===== src/rtl/regwb_pkg.sv =====
// -----------------------------------------------------------------------------
// regwb_pkg -- shared constants and types for the register write-back arbiter.
//
// Contents:
//   NREQ         number of write-back requesters (ALU, MEM, IMM, IO)
//   SELW         width of the register-input mux select code
//   SEL_*        mux select codes driven onto wb_sel
//   wb_state_e   output-stage state (EMPTY / FULL)
//   req_to_sel() requester index -> mux select code
// -----------------------------------------------------------------------------
package regwb_pkg;

  localparam int NREQ = 4;
  localparam int SELW = 4;
  localparam int IDXW = 2;

  localparam logic [SELW-1:0] SEL_ALU = 4'd0;
  localparam logic [SELW-1:0] SEL_MEM = 4'd1;
  localparam logic [SELW-1:0] SEL_IMM = 4'd2;
  localparam logic [SELW-1:0] SEL_IO  = 4'd7;
  localparam logic [SELW-1:0] SEL_PC  = 4'd6;

  typedef enum logic {
    EMPTY = 1'b0,
    FULL  = 1'b1
  } wb_state_e;

  // Requester 3 (IO) is not contiguous with the others in the mux encoding.
  function automatic logic [SELW-1:0] req_to_sel(input logic [IDXW-1:0] idx);
    logic [SELW-1:0] sel;
    case (idx)
      2'd0:    sel = SEL_ALU;
      2'd1:    sel = SEL_MEM;
      2'd2:    sel = SEL_IMM;
      default: sel = SEL_IO;
    endcase
    return sel;
  endfunction

endpackage


===== src/rtl/rr_arbiter.sv =====
// -----------------------------------------------------------------------------
// rr_arbiter -- combinational requester selection for the write-back port.
//
// Build option:
//   REGWB_RR_EN defined   : round-robin; search starts at a pointer which moves
//                           to (winner+1) mod NREQ on every accept.
//   REGWB_RR_EN undefined : fixed priority, requester 0 highest; no pointer.
//
// Ports:
//   clk, rst_n   clock / asynchronous active-low reset (pointer only)
//   req_i        per-requester valid
//   advance_i    a grant was accepted this cycle
//   grant_o      one-hot winner (0 when no request)
//   grant_idx_o  binary index of the winner
//   grant_any_o  at least one request present
// -----------------------------------------------------------------------------
module rr_arbiter
  import regwb_pkg::*;
(
  input  logic            clk,
  input  logic            rst_n,
  input  logic [NREQ-1:0] req_i,
  input  logic            advance_i,
  output logic [NREQ-1:0] grant_o,
  output logic [IDXW-1:0] grant_idx_o,
  output logic            grant_any_o
);

`ifdef REGWB_RR_EN

  logic [IDXW-1:0] ptr_q, ptr_d;

  // Masked priority encoder: walk the requesters starting at the pointer; the
  // 2-bit index wraps naturally so 3 is followed by 0.
  always_comb begin
    logic [IDXW-1:0] idx;
    // NOTE: every output gets a default first so no path leaves it unassigned,
    // which would otherwise infer a latch.
    grant_o     = '0;
    grant_idx_o = '0;
    grant_any_o = 1'b0;
    for (int k = 0; k < NREQ; k++) begin
      idx = ptr_q + IDXW'(k);
      if (!grant_any_o && req_i[idx]) begin
        grant_o[idx] = 1'b1;
        grant_idx_o  = idx;
        grant_any_o  = 1'b1;
      end
    end
  end

  always_comb begin
    ptr_d = ptr_q;
    if (advance_i) ptr_d = grant_idx_o + 1'b1;
  end

  // NOTE: state registers use non-blocking assignments so every flop samples
  // the pre-edge values regardless of process ordering.
  always_ff @(posedge clk or negedge rst_n) begin
    if (!rst_n) ptr_q <= '0;
    else        ptr_q <= ptr_d;
  end

`else

  // Fixed priority: lowest index wins.
  always_comb begin
    grant_o     = '0;
    grant_idx_o = '0;
    grant_any_o = 1'b0;
    for (int k = 0; k < NREQ; k++) begin
      if (!grant_any_o && req_i[k]) begin
        grant_o[k]  = 1'b1;
        grant_idx_o = IDXW'(k);
        grant_any_o = 1'b1;
      end
    end
  end

  // Clock, reset and advance have no function without a pointer.
  logic unused_fixed_prio;
  assign unused_fixed_prio = clk ^ rst_n ^ advance_i;

`endif

endmodule


===== src/rtl/regwb_arbiter.sv =====
// -----------------------------------------------------------------------------
// regwb_arbiter -- arbitrates four register-file write-back requesters (ALU,
// MEM, IMM, IO) onto a single registered write port.
//
// Build option: REGWB_RR_EN selects round-robin arbitration (default: fixed
// priority, requester 0 highest).
//
// Parameters:
//   AW        register address width
//   IDLE_SEL  wb_sel value while no write is pending
//
// Ports:
//   clk, rst_n   clock / asynchronous active-low reset
//   req_valid    per-requester write request (bit0 ALU .. bit3 IO)
//   req_addr     destination register, slice i belongs to requester i
//   req_ready    per-requester accept, one-hot or zero
//   wb_ready     register-file write port accepts this cycle
//   wb_valid     registered write pending
//   wb_sel       register-input data mux select
//   wb_addr      destination register of the pending write
//   wb_src       one-hot owner of the pending write
// -----------------------------------------------------------------------------
module regwb_arbiter
  import regwb_pkg::*;
#(
  parameter int              AW       = 4,
  parameter logic [SELW-1:0] IDLE_SEL = 4'd0
) (
  input  logic               clk,
  input  logic               rst_n,
  input  logic [NREQ-1:0]    req_valid,
  input  logic [NREQ*AW-1:0] req_addr,
  output logic [NREQ-1:0]    req_ready,
  input  logic               wb_ready,
  output logic               wb_valid,
  output logic [SELW-1:0]    wb_sel,
  output logic [AW-1:0]      wb_addr,
  output logic [NREQ-1:0]    wb_src
);

  wb_state_e       state_q, state_d;
  logic [SELW-1:0] sel_q,   sel_d;
  logic [AW-1:0]   addr_q,  addr_d;
  logic [NREQ-1:0] src_q,   src_d;

  logic [NREQ-1:0] grant;
  logic [IDXW-1:0] grant_idx;
  logic            grant_any;
  logic            can_accept;
  logic            accept;
  logic            accept_wr;
  logic [AW-1:0]   win_addr;

  rr_arbiter u_arb (
    .clk         (clk),
    .rst_n       (rst_n),
    .req_i       (req_valid),
    .advance_i   (accept),
    .grant_o     (grant),
    .grant_idx_o (grant_idx),
    .grant_any_o (grant_any)
  );

  // The output stage can take a new write when it is empty or draining.
  assign can_accept = (state_q == EMPTY) || wb_ready;

  // Gating with rst_n keeps every ready low throughout reset, not only after
  // the first edge.
  assign req_ready = (rst_n && can_accept) ? grant : '0;
  assign accept    = rst_n && can_accept && grant_any;

  always_comb begin
    win_addr = '0;
    for (int i = 0; i < NREQ; i++) begin
      if (grant[i]) win_addr = req_addr[i*AW +: AW];
    end
  end

  // Register 0 is hardwired: such a request is consumed but never written.
  assign accept_wr = accept && (win_addr != '0);

  always_comb begin
    state_d = state_q;
    sel_d   = sel_q;
    addr_d  = addr_q;
    src_d   = src_q;
    case (state_q)
      EMPTY: begin
        if (accept_wr) begin
          state_d = FULL;
          sel_d   = req_to_sel(grant_idx);
          addr_d  = win_addr;
          src_d   = grant;
        end
      end
      FULL: begin
        if (wb_ready) begin
          if (accept_wr) begin
            sel_d  = req_to_sel(grant_idx);
            addr_d = win_addr;
            src_d  = grant;
          end else begin
            state_d = EMPTY;
            sel_d   = IDLE_SEL;
            addr_d  = '0;
            src_d   = '0;
          end
        end
      end
      default: begin
        state_d = EMPTY;
        sel_d   = IDLE_SEL;
        addr_d  = '0;
        src_d   = '0;
      end
    endcase
  end

  // NOTE: every output-stage register has an explicit reset value so a write
  // pending when reset arrives is dropped immediately, not at the next edge.
  always_ff @(posedge clk or negedge rst_n) begin
    if (!rst_n) begin
      state_q <= EMPTY;
      sel_q   <= IDLE_SEL;
      addr_q  <= '0;
      src_q   <= '0;
    end else begin
      state_q <= state_d;
      sel_q   <= sel_d;
      addr_q  <= addr_d;
      src_q   <= src_d;
    end
  end

  assign wb_valid = (state_q == FULL);
  assign wb_sel   = sel_q;
  assign wb_addr  = addr_q;
  assign wb_src   = src_q;

endmodule


===== config.mk =====
export PLATFORM = sky130hd
export DESIGN_NAME = regwb_arbiter
export DESIGN_NICKNAME = d
export VERILOG_FILES = /design/src/rtl/regwb_pkg.sv /design/src/rtl/rr_arbiter.sv /design/src/rtl/regwb_arbiter.sv
export SDC_FILE = /design/constraint.sdc
export NUM_CORES = 1
export LEC_CHECK = 0
export ABC_AREA = 1
export CAP_MARGIN = 20
export CELL_PAD_IN_SITES_DETAIL_PLACEMENT = 0
export CELL_PAD_IN_SITES_GLOBAL_PLACEMENT = 1
export CORE_MARGIN = 2
export CORE_UTILIZATION = 31
export CTS_BUF_LIST = sky130_fd_sc_hd__clkbuf_4 sky130_fd_sc_hd__clkbuf_8 sky130_fd_sc_hd__clkbuf_16
export DETAILED_ROUTE_END_ITERATION = 16
export PLACE_DENSITY = 0.93
export SLEW_MARGIN = 40
export SYNTH_ARGS = -nofsm -noshare
export SYNTH_HDL_FRONTEND = slang
export SYNTH_SLANG_ARGS = --single-unit
export TNS_END_PERCENT = 20

===== constraint.sdc =====
create_clock -name clk -period 2.45 [get_ports clk]
set_input_delay 0.6125 -clock clk [delete_from_list [all_inputs] [get_ports clk]]
set_output_delay 0.6125 -clock clk [all_outputs]
set_load 0.005 [all_outputs]

==> out/qor.yml <==
clocking:
  numCtsBuffers: 3
  clock-sinks: 12
  tritoncts: "done"
  cts_htree_levels: 1
  hold_buffers: 0
  clockBufferDepth: 2
  root_buffer: "clkbuf_4"
  cts.clk_slew.worst_paths_ns: 0.07
  post_cts_buffers: 0
  clock_latency_ns: 0.27
global_route:
  grt_antenna_before_repair: 0
  grt_pass1_wl_mm: 3.81
  grt_max_degree: 13
  overflow: 0
  grtUsageTotal_pct: 14.2
  grt_pass1_vias: 921
synth:
  synth_top_area_cell: "dfrtp_1"
  synthCells: 106
  ys_seq_area_share_pct: 33.5
  syn_area_um2: 897
  ys.flop_type: "dfrtp_1"
  postSynthAreaPerCell_um2: 8.46
  yosysTopAreaCellShare_pct: 33.5
  synth_nets: 129
  yosys_warnings: 0
  postSynthRegisterBits: 12
  yosys-top-cells-count: "nand2_1, nand3_1, dfrtp_1, nand3_2, inv_1"
  synth_edf_count: 0
  yosysMostFrequentCell: "nand2_1"
  synth_cell_types: 26
  synthTopCellsByArea: "dfrtp_1, nand2_1, nand3_2"
  async_flop_share_pct: 100
sta:
  slew-limit-headroom_pct: 64.9
  fin_hold_ws_ns: 0.505
  rsz0062_at_grt: "false"
  setup_viol: 0
  hold_violations: 0
  period_minus_slack_ns: 2.36
  fin_tns_setup_ns: 0
  fmax_ghz: 0.423
  slew_viol_final: 0
  period_share_pct: 96.5
  fin_worst_skew_ns: 0.00112
  worst_pin_slew_ns: 0.525
worst_setup_path:
  cp.arrival_ns: 1.75
  worstSetupPathType: "in2out"
  cp_max_fo: 5
  start_kind: "input pin"
  rrSetupSlack_ns: 1.00
  worstPathRequired_ns: 1.84
  end_kind: "output pin"
floorplanning:
  start_util_pct: 32.5
  die_h_um: 57.8
  dieArea_um2: 3340
  core_area_um2: 2760
  row_count: 19
  die_w_um: 57.8
  ios: 40
layout:
  finalNonFillerCells: 191
  num_antenna_cells: 0
  nets: 184
  drive_gt1_share_pct: 29.4
  final_cell_area_um2: 1440
  area_delta_synth_final_pct: 60.5
power_and_ir_drop:
  swShare_pct: 29.0
  p_total_mw: 0.633
  p_int_mw: 0.450
  combPwrFrac_pct: 37.2
  max-vdd-ir-drop_mv: 0.292
  clock_power_share_pct: 24.6
  p_sw_mw: 0.183
  leakagePower_nw: 0.714
  p_per_area_nw_per_um2: 439
  p_seq_share_pct: 38.2
place:
  globalplace.congestion: 0.820
  dp_cells: 187
  placed_area_um2: 1390
  hpwl_mm: 1.92
  io_buffers: 38
flow_run:
  cap_viol_max_count: 0
route:
  ant_nets: 0
  wl_per_cell_um: 11.4
  num_vias: 890
  drcViolationCount: 0
  routed_wl_mm: 2.18
  viasPerCell: 4.66
  drtIter0Drc: 7
  firstDrtPassIters: 4
worst_hold_path:
  hp-class: "reg2reg"
outcome:
  status: "complete, no violations"
==> power by group through the flow <==
stage / clock, mW / sequential, mW / combinational [mW]
floorplan: 0 / 0.246 / 0.113
global placement: 0 / 0.243 / 0.233
detailed placement: 0 / 0.246 / 0.238
CTS: 0.159 / 0.243 / 0.239
global route: 0.167 / 0.246 / 0.258
finish: 0.155 / 0.242 / 0.235
==> routing by layer <==
layer  up-vias  global-route usage, %  share of wire, %
met5         -                      0                 0
met4         0                   5.32              0.92
met3         4                   1.56               5.9
met2        38                   26.8                51
met1       389                   16.3                42
li1        459                      -                 -
==> cells in the final DEF, fill, tap and decap left out, types with 2 or more instances in the layout <==
master,netlist,routed
dlygate4sd2_1,0,2
inv_1,8,8
nand2_1,28,27
nand2_2,3,4
clkdlybuf4s50_1,0,33
nand3_2,10,10
nor2_1,5,4
nand4_1,4,4
o211ai_1,2,2
clkbuf_4,0,3
dfrtp_1,12,12
buf_4,1,16
clkdlybuf4s15_1,0,2
nand3_1,15,15
nor2_2,1,2
==> worst max-delay path, cell delays in order <==
cell	delay, ns
clkdlybuf4s50_1	0.47
buf_6	0.14
buf_4	0.14
nand2_2	0.07
nor2_1	0.10
clkdlybuf4s15_1	0.22
==> layout make-up <==
| class | instances | area (µm²) |
|---|---|---|
| clock buffer | 4 | 36.3 |
| timing repair buffer | 56 | 532 |
| tap | 31 | 38.8 |
| fill | 288 | 1320 |
| multi-input combinational | 77 | 474 |
| inverter | 11 | 58.8 |
| sequential | 12 | 300 |
==> metrics by stage <==
stage          setup WS [ns]  utilization [%]
2_1_floorplan          0.715                -
3_3_place_gp          -0.232             50.4
3_5_place_dp          -0.231             50.4
4_1_cts               -0.166             52.0
5_1_grt              0.00226             52.2
6_report              0.0860             52.2
==> worst paths after layout <==
check / from / to / cells after the start
hold / removal: wb_src[2] / wb_src[2] / 2
min in group asynchronous: rst_n / wb_src[2] / 2
max in group asynchronous: rst_n / wb_src[1] / 2
setup reg to reg: wb_valid / wb_sel[1] / 9
setup / recovery: req_valid[1] / req_ready[1] / 6
hold reg to reg: wb_src[2] / wb_src[2] / 2
==> registers in the layout, summed over array words and instances, names as in the netlist <==
signal    count
wb_addr       4
wb_src        4
wb_sel        3
wb_valid      1
==> kinds of logic (layout without fill, tap and decap cells) <==
family / Yosys count / after routing / share of synthesized area (%)
compound gates: 4 / 4 / 3.49
buf+inv: 17 / 71 / 14.9
flops: 12 / 12 / 33.5
other cells: 1 / 1 / 0.418
simple gates: 72 / 72 / 47.7
==> repair_timing <==
item                                    CTS  global route
endpoints found under the hold margin     0             0
endpoints found under the setup margin    4             3
gates cloned                              0             0
resized for setup                         8             3
Power figures use the tool's default switching activity.
==> variant (config.mk and constraints unchanged) <==
`IDXW`: 2 -> 1.
--- a/src/rtl/regwb_pkg.sv
+++ b/src/rtl/regwb_pkg.sv
@@ -14,3 +14,3 @@
   localparam int SELW = 4;
-  localparam int IDXW = 2;
+  localparam int IDXW = 1;
 
Function: changed (a bounded check fails within 4 cycles, from zero or initial values and one cycle with rst_n low).
==> variant against the original RTL <==
Sequential cell count down 2. Power down 20%. Synthesized cell count down 7.5%. Synthesized area down 19%. Via count down 9.9%. Final area down 14%. Wire length down 18%. Setup slack better by 0.055 ns.
==> variant: results <==
{
  "outcome": "finished, final reports clean",
  "via_per_inst": 4.48,
  "place_ws_ns": -0.233,
  "max_stage_delay_ns": 0.47,
  "holdPathEnd": "wb_addr[2]",
  "cp.arrival_ns": 1.70,
  "grt_max_degree": 11,
  "worstHoldPathType": "flip-flop to flip-flop",
  "ir_drop_mv": 0.202,
  "netlist_top_cells_area": "dfrtp_1 34%, nand3_1 15%, nand2_1 13%, inv_1 4.1%, nand4_1 3.4%",
  "wl_per_cell_um": 10.0,
  "grt_pass1_vias": 733,
  "use_met1_pct": 17.3,
  "clock_skew_ns": 0.00233,
  "slowest_stage": "clkdlybuf4s50_1",
  "rr_endpoint": "wb_addr[0]",
  "wl_met1_um": 735,
  "grt_pass1_wl_um": 2950,
  "r2r_start": "wb_valid",
  "drive_gt1_share_pct": 24.5,
  "clockBufferDepth": 2,
  "n_fill_cell": 228,
  "wl_met2_um": 875,
  "placed_cells": 176,
  "synth_common_cells": "25 x nand2_1, 22 x nand3_1, 10 x dfrtp_1",
  "track_usage_pct": 14.3,
  "leakagePower_nw": 0.648,
  "met3_usage_pct": 2.29,
  "clkTransAtPathRegs_ns": 0.05,
  "gp_congestion": 0.770,
  "use_met2_pct": 24.6,
  "dp_hpwl_um": 1620,
  "r2r_setup_slack_ns": 1.05,
  "insertion_delay_ns": 0.25,
  "routed_wl_um": 1790,
  "r2r_cells": 9,
  "drtIter0Drc": 5,
  "min-delay-start": "wb_addr[2]",
  "hold-path-cell-count": 2,
  "seq_area_frac_synth_pct": 34.3,
  "dpl_cell_area_mm2": 0.00122,
  "synth.distinct_cells": 21,
  "io_buffer_count": 36,
  "wl_met3_um": 160,
  "syn_avg_cell_area_um2": 7.44,
  "hold_ws_ns": 0.495,
  "drtPass1Iterations": 2
}
-- variant: changes by cell type in the layout (fill, tap and decap cells not counted), moves of 2 or more --
cell	unedited run	this run
nand3_2	10	2
nand3_1	15	22
dlygate4sd2_1	2	6
clkdlybuf4s50_1	33	30
inv_2	0	3
nand2_1	27	24
clkdlybuf4s15_1	2	0
conb_1	1	3
dfrtp_1	12	10
-- variant: repair_timing --
item / in CTS / in global routing
endpoints found under the setup margin: 4 / 0
endpoints found under the hold margin: 0 / 0
hold buffers: 0 / 0
gates resized for setup: 8 / 0
-- variant: power by group --
part           leakage, nW  switching (mW)  internal, mW
combinational        0.504          0.0887         0.117
clock               0.0138          0.0429        0.0559
sequential           0.130          0.0120         0.188
total                0.648           0.144         0.361
-- variant: area by class of cell --
type                            instances  area [um2]  area share (%)
Inverter                               12        45.0            3.64
Sequential cell                        10         250            20.2
Clock buffer                            3        22.5            1.82
Multi-Input combinational cell         74         413            33.3
Tap cell                               28        35.0            2.83
Timing Repair Buffer                   52         473            38.2
-- variant: logic make-up (layout without fill, tap and decap cells) --
logic type | Yosys count | in the layout | share of synthesized area [%]
DFF | 10 | 10 | 34.3
and+or+nand+nor | 68 | 68 | 51.1
other | 1 | 3 | 0.514
AOI/OAI and AO/OA | 3 | 3 | 3.26
buffers and inverters | 16 | 67 | 10.8
-- variant: worst max-delay path by stage --
stage	start	endpoint	slack [ns]	cells after the start
4_1_cts	wb_ready	req_ready[3]	0.14	6
5_1_grt	wb_ready	req_ready[3]	0.09	6
3_3_place_gp	req_valid[0]	req_ready[1]	-0.22	6
6_report	wb_ready	req_ready[3]	0.14	6
3_5_place_dp	req_valid[0]	req_ready[0]	-0.23	5
2_1_floorplan	req_valid[0]	req_ready[3]	0.70	4
